<file path="src/rtl/tx_eth_pad_fcs.sv">
// Ethernet transmit tail stage: zero-pads short frames to 60 bytes and
// appends the IEEE 802.3 FCS (CRC-32, transmitted least significant byte first).
//
// state    | meaning
// ---------|-----------------------------------------------------------------
// PASS     | input beats flow straight through; the last beat gets the FCS/pad
// PAD      | input stalled, emitting all-zero pad beats; FCS in the final beat
// FCS_TAIL | input stalled, emitting the FCS bytes that did not fit the last beat
module tx_eth_pad_fcs #(
    parameter bit ENABLE_PAD = 1'b1
) (
    input  logic        clk,
    input  logic        reset,
    input  logic [63:0] rx_tdata,
    input  logic [7:0]  rx_tkeep,
    input  logic        rx_tvalid,
    input  logic        rx_tlast,
    output logic        rx_tready,
    output logic [63:0] tx_tdata,
    output logic [7:0]  tx_tkeep,
    output logic        tx_tvalid,
    output logic        tx_tlast,
    input  logic        tx_tready
);

    localparam logic [31:0] CRC_POLY = 32'hEDB88320;
    localparam logic [31:0] CRC_INIT = 32'hFFFFFFFF;

    typedef enum logic [1:0] {
        PASS     = 2'd0,
        PAD      = 2'd1,
        FCS_TAIL = 2'd2
    } state_t;

    state_t      state, state_nxt;
    logic [2:0]  beat_cnt, beat_cnt_nxt;
    logic [31:0] crc, crc_nxt;
    logic [31:0] fcs_r, fcs_nxt;
    // FCS bytes still owed after a last beat with more than 4 data bytes
    logic [2:0]  tail_n, tail_nxt;
    // Set once the frame has gone past 8 input beats, where beat_cnt saturates
    // and can no longer tell us the frame is already long enough.
    logic        long_frame, long_nxt;

    logic [3:0]  n_bytes;
    logic [7:0]  n_mask;
    logic [63:0] kept_data;
    logic [6:0]  frame_len;
    logic        no_pad;
    logic [63:0] crc_d;
    logic [7:0]  crc_m;
    logic [31:0] crc_calc;
    logic [31:0] fcs_calc;
    logic        hs;
    logic        frame_done;

    logic [63:0] data_o;
    logic [7:0]  keep_o;
    logic        last_o;
    logic        valid_o;
    logic        ready_o;

    function automatic logic [3:0] popcnt8(input logic [7:0] v);
        logic [3:0] cnt;
        cnt = 4'd0;
        for (int i = 0; i < 8; i++) begin
            cnt = cnt + {3'b000, v[i]};
        end
        return cnt;
    endfunction

    function automatic logic [7:0] keep_mask(input logic [3:0] cnt);
        logic [7:0] m;
        m = 8'h00;
        for (int i = 0; i < 8; i++) begin
            m[i] = (4'(i) < cnt);
        end
        return m;
    endfunction

    // Byte-serial reflected CRC-32 over the enabled bytes, lowest byte first.
    function automatic logic [31:0] crc_bytes(input logic [31:0] c_in,
                                              input logic [63:0] d,
                                              input logic [7:0]  m);
        logic [31:0] c;
        c = c_in;
        for (int i = 0; i < 8; i++) begin
            if (m[i]) begin
                c = c ^ {24'h000000, d[8*i +: 8]};
                for (int j = 0; j < 8; j++) begin
                    c = c[0] ? ((c >> 1) ^ CRC_POLY) : (c >> 1);
                end
            end
        end
        return c;
    endfunction

    // Every non-PASS state always presents a beat, so only PASS depends on rx_tvalid.
    assign hs = (state == PASS) ? (rx_tvalid & tx_tready) : tx_tready;

    // Decode the incoming beat: byte count, zeroed unused bytes, running frame length.
    always_comb begin
        n_bytes   = popcnt8(rx_tkeep);
        n_mask    = keep_mask(n_bytes);
        kept_data = 64'h0;
        for (int i = 0; i < 8; i++) begin
            kept_data[8*i +: 8] = n_mask[i] ? rx_tdata[8*i +: 8] : 8'h00;
        end
        frame_len = {1'b0, beat_cnt, 3'b000} + {3'b000, n_bytes};
        no_pad    = !ENABLE_PAD || long_frame || (frame_len >= 7'd60);
    end

    // Select which bytes of the emitted beat feed the CRC; FCS bytes never do.
    always_comb begin
        crc_d = 64'h0;
        crc_m = 8'h00;
        case (state)
            PASS: begin
                crc_d = kept_data;
                if (!rx_tlast || no_pad) begin
                    crc_m = n_mask;
                end else if (beat_cnt == 3'd7) begin
                    crc_m = 8'h0F;
                end else begin
                    crc_m = 8'hFF;
                end
            end
            PAD: begin
                crc_m = (beat_cnt == 3'd7) ? 8'h0F : 8'hFF;
            end
            default: begin
                crc_m = 8'h00;
            end
        endcase
        crc_calc = crc_bytes(crc, crc_d, crc_m);
        fcs_calc = ~crc_calc;
    end

    // Next-state and output beat construction.
    always_comb begin
        state_nxt    = state;
        beat_cnt_nxt = beat_cnt;
        crc_nxt      = crc;
        fcs_nxt      = fcs_r;
        tail_nxt     = tail_n;
        long_nxt     = long_frame;
        frame_done   = 1'b0;
        valid_o      = 1'b0;
        ready_o      = 1'b0;
        data_o       = 64'h0;
        keep_o       = 8'h00;
        last_o       = 1'b0;

        case (state)
            PASS: begin
                valid_o = rx_tvalid;
                ready_o = tx_tready;
                if (!rx_tlast) begin
                    data_o = rx_tdata;
                    keep_o = rx_tkeep;
                    if (hs) begin
                        crc_nxt = crc_calc;
                        if (beat_cnt == 3'd7) begin
                            long_nxt = 1'b1;
                        end else begin
                            beat_cnt_nxt = beat_cnt + 3'd1;
                        end
                    end
                end else if (no_pad) begin
                    // FCS sits right after the last data byte; any overflow goes to FCS_TAIL.
                    data_o = kept_data | ({32'h0, fcs_calc} << {n_bytes, 3'b000});
                    if (n_bytes <= 4'd4) begin
                        keep_o = keep_mask(n_bytes + 4'd4);
                        last_o = 1'b1;
                        frame_done = hs;
                    end else begin
                        keep_o = 8'hFF;
                        if (hs) begin
                            fcs_nxt   = fcs_calc;
                            tail_nxt  = 3'(n_bytes - 4'd4);
                            state_nxt = FCS_TAIL;
                        end
                    end
                end else if (beat_cnt == 3'd7) begin
                    // Eighth beat of a short frame: pad to byte 59, FCS in the upper half.
                    data_o     = {fcs_calc, kept_data[31:0]};
                    keep_o     = 8'hFF;
                    last_o     = 1'b1;
                    frame_done = hs;
                end else begin
                    data_o = kept_data;
                    keep_o = 8'hFF;
                    if (hs) begin
                        crc_nxt      = crc_calc;
                        beat_cnt_nxt = beat_cnt + 3'd1;
                        state_nxt    = PAD;
                    end
                end
            end

            PAD: begin
                valid_o = 1'b1;
                keep_o  = 8'hFF;
                if (beat_cnt == 3'd7) begin
                    data_o     = {fcs_calc, 32'h0};
                    last_o     = 1'b1;
                    frame_done = hs;
                end else if (hs) begin
                    crc_nxt      = crc_calc;
                    beat_cnt_nxt = beat_cnt + 3'd1;
                end
            end

            FCS_TAIL: begin
                valid_o    = 1'b1;
                data_o     = {32'h0, fcs_r >> {3'd4 - tail_n, 3'b000}};
                keep_o     = keep_mask({1'b0, tail_n});
                last_o     = 1'b1;
                frame_done = hs;
            end

            default: begin
                state_nxt = PASS;
            end
        endcase

        if (frame_done) begin
            state_nxt    = PASS;
            beat_cnt_nxt = 3'd0;
            crc_nxt      = CRC_INIT;
            long_nxt     = 1'b0;
        end
    end

    // State and frame-context registers; a reset abandons any frame in flight.
    always_ff @(posedge clk or negedge reset) begin
        if (!reset) begin
            state      <= PASS;
            beat_cnt   <= 3'd0;
            crc        <= CRC_INIT;
            fcs_r      <= 32'h0;
            tail_n     <= 3'd0;
            long_frame <= 1'b0;
        end else begin
            state      <= state_nxt;
            beat_cnt   <= beat_cnt_nxt;
            crc        <= crc_nxt;
            fcs_r      <= fcs_nxt;
            tail_n     <= tail_nxt;
            long_frame <= long_nxt;
        end
    end

    // Outputs are forced quiet while reset is held.
    assign tx_tvalid = reset & valid_o;
    assign rx_tready = reset & ready_o;
    assign tx_tdata  = reset ? data_o : 64'h0;
    assign tx_tkeep  = reset ? keep_o : 8'h00;
    assign tx_tlast  = reset & last_o;

endmodule

</file>
<file path="config.mk">
export PLATFORM = sky130hd
export DESIGN_NAME = tx_eth_pad_fcs
export DESIGN_NICKNAME = d
export VERILOG_FILES = /design/src/rtl/tx_eth_pad_fcs.sv
export SDC_FILE = /design/constraint.sdc
export NUM_CORES = 1
export LEC_CHECK = 0
export BUFFER_PORTS_ARGS = -buffer_cell sky130_fd_sc_hd__buf_2
export CAP_MARGIN = 30
export CELL_PAD_IN_SITES_DETAIL_PLACEMENT = 0
export CELL_PAD_IN_SITES_GLOBAL_PLACEMENT = 1
export CORE_AREA = 2 2 234 236
export CTS_CLUSTER_DIAMETER = 40
export DETAILED_ROUTE_END_ITERATION = 16
export DIE_AREA = 0 0 236 238
export PLACE_DENSITY = 0.69
export SYNTH_ARGS = -nofsm -noshare
export SYNTH_HDL_FRONTEND = slang
export SYNTH_SLANG_ARGS = --single-unit
</file>
<file path="constraint.sdc">
create_clock -name clk -period 53.3 [get_ports clk]
set_input_delay 10.66 -clock clk [delete_from_list [all_inputs] [get_ports clk]]
set_output_delay 10.66 -clock clk [all_outputs]
set_load 0.005 [all_outputs]
</file>
==> metrics.yaml <==
avgSynthCellArea_um2: 7.79
antenna-diode-count: 0
ant_nets: 0
fin_skew_ns: 0.00675
start_util_pct: 37.8
path_clk_slew_ns: 0.06
post_drt_wl_per_cell_um: 29.2
crit_fanout: 26
setup_viol: 0
slowest_stage: "xnor2_1"
core_area_um2: 53500
worstPathArrival_ns: 27.27
track_usage_pct: 34.1
crit_type: "primary input to output port"
via_per_inst: 6.35
ys_async_sr_fraction_pct: 100
timing.fmax_mhz: 26.4
h-tree-depth: 3
critical_path.most_common_cell: "xor2_1"
gp_congestion: 1.01
hold_violations: 0
use_met2_pct: 53.9
rows: 85
clockBufferDepth: 2
pin_count: 152
synth_top_flop_cell: "dfrtp_1"
cts_buffers: 9
dieArea_um2: 56200
drt-total-wl_mm: 98.9
place_inst: 3364
synthCells: 2594
critical_path.endpoint_type: "output port"
synth_top_area_share_pct: 11.9
timing.final.crit_period_ns: 37.93
slew_headroom_pct: 4.32
period_share_pct: 71.2
synth_edf_count: 0
met3_usage_pct: 4.84
grt_pass1_wl_mm: 142
ys_types: 116
max_cap_viol_count: 0
grt_util_met1_pct: 46.2
stdcell_count: 3381
yosysMostFrequentCell: "nand2_1"
drive_gt1_share_pct: 16.7
cts.sinks: 73
synth-seq-area-share_pct: 9.24
place_area_um2: 21900
setup_tns_ns: 0
busiest_layer: "met2"
synth_common_cells: "nand2_1, xnor2_1, nor2_1"
dr.pass1.iters: 6
fin_area_um2: 22300
postCtsResizedCells: 0
cts_tree: "yes"
status: "finished clean"
clk_latency_ns: 0.35
cts-root-buf: "clkbuf_16"
synth_area_leader_cell: "xnor2_1"
startpoint_type: "primary input"
postCtsHoldBufs: 0
slew_violations: 0
drcViolationCount: 0
syn-cell-area_um2: 20200
finalNetCount: 2773
tightest_slew_ns: 1.44
antenna_found_initial: 1
post-dp-hpwl_mm: 77.7
rsz0062_at_grt: "false"
areaGrowthSynthToFinish_pct: 10.3
grt_max_degree: 56
synth_seq_cells: 73
die_h_um: 238
drtIter0Drc: 2708
io_buffers: 151
hp-class: "flip-flop to flip-flop"
fp.dieW_um: 236
cp.required_ns: 42.64
synth_area_leaders: "xnor2_1, xnor3_1, nand2_1"
grt-ovfl-total: 0
first_global_vias: 20000
crit_path_max_incr_delay_ns: 0.82
finalHoldWorstSlack_ns: 0.474
synth_nets: 2687
yosys_warnings: 0
dr_total_vias: 21500
post_cts_buffers: 0
[metrics by stage]
stage | setup WS [ns] | utilization (%)
after floorplan | 19.47 | -
after global placement | 16.00 | 40.9
after detailed placement | 15.84 | 41.0
after CTS | 15.78 | 41.6
after global routing | 14.74 | 41.7
final | 15.37 | 41.7
[worst paths after layout]
path / cells past startpoint / slack (ns) / to / startpoint
min in group asynchronous: 1 / 10.20 / fcs_r[9] / reset
hold / removal: 2 / 0.47 / fcs_r[11] / fcs_r[11]
setup reg to reg: 33 / 39.36 / fcs_r[26] / state[0]
setup / recovery: 45 / 15.37 / tx_tdata[31] / rx_tkeep[0]
max in group asynchronous: 2 / 41.97 / fcs_r[27] / reset
hold reg to reg: 2 / 0.47 / fcs_r[11] / fcs_r[11]
[routing by layer]
layer	vias up	share of wire, %
met5	-	0
met4	0	5.5
met3	273	9.0
met2	1276	44
met1	10500	42
li1	9472	-
[worst max-delay path: cells and delay by family]
family	cells	cell delay, ns
buffers and inverters	7	1.56
xor gates and xnor gates	13	5.69
muxes	8	3.48
adders and majority gates	5	2.03
AOI/OAI and AO/OA	8	2.49
and+or+nand+nor	4	1.30
[final cells by class]
type | count | area (um^2)
Inverter | 44 | 165
Fill cell | 5569 | 31200
Multi-Input combinational cell | 2312 | 17600
Clock inverter | 6 | 90.1
Tap cell | 696 | 871
Clock buffer | 10 | 239
Timing Repair Buffer | 240 | 1470
Sequential cell | 73 | 1870
[kinds of logic after synthesis]
kind of cell    share of synthesized area (%)
simple gates                             18.9
mux                                      8.64
fa+ha+maj                                1.14
buf+inv                                  4.13
compound gates                           25.0
flops                                    9.24
xor+xnor                                 32.9
[placed cells by master (no fill, tap or decap), drive strengths merged, types with 12 or more instances in the layout]
cell,netlist,layout
nor3,36,36
a31oi,24,24
o211ai,34,34
a21o,15,15
nand3,52,52
nand2,379,379
a211oi,36,36
o221ai,13,13
xor3,14,14
o21ai,182,182
xnor2,305,305
inv,43,44
a221oi,21,21
buf,32,240
a221o,12,12
or3,17,17
o21a,19,19
and2,29,29
xor2,108,108
mux2,22,22
xnor3,102,102
a22oi,22,22
dfstp,32,32
a21oi,232,232
nor2,256,256
a22o,13,13
and3,20,20
o2111ai,12,12
dfrtp,41,41
nand4,18,18
ha,12,12
o22ai,17,17
mux2i,131,131
[state kept, by name, summed over array words and instances (netlist names)]
register / cells
crc: 32
state: 2
tail_n: 3
beat_cnt: 3
long_frame: 1
fcs_r: 32
Power is not shown: default switching activity piles up to over one toggle a cycle in this logic, so the estimate is an artifact.
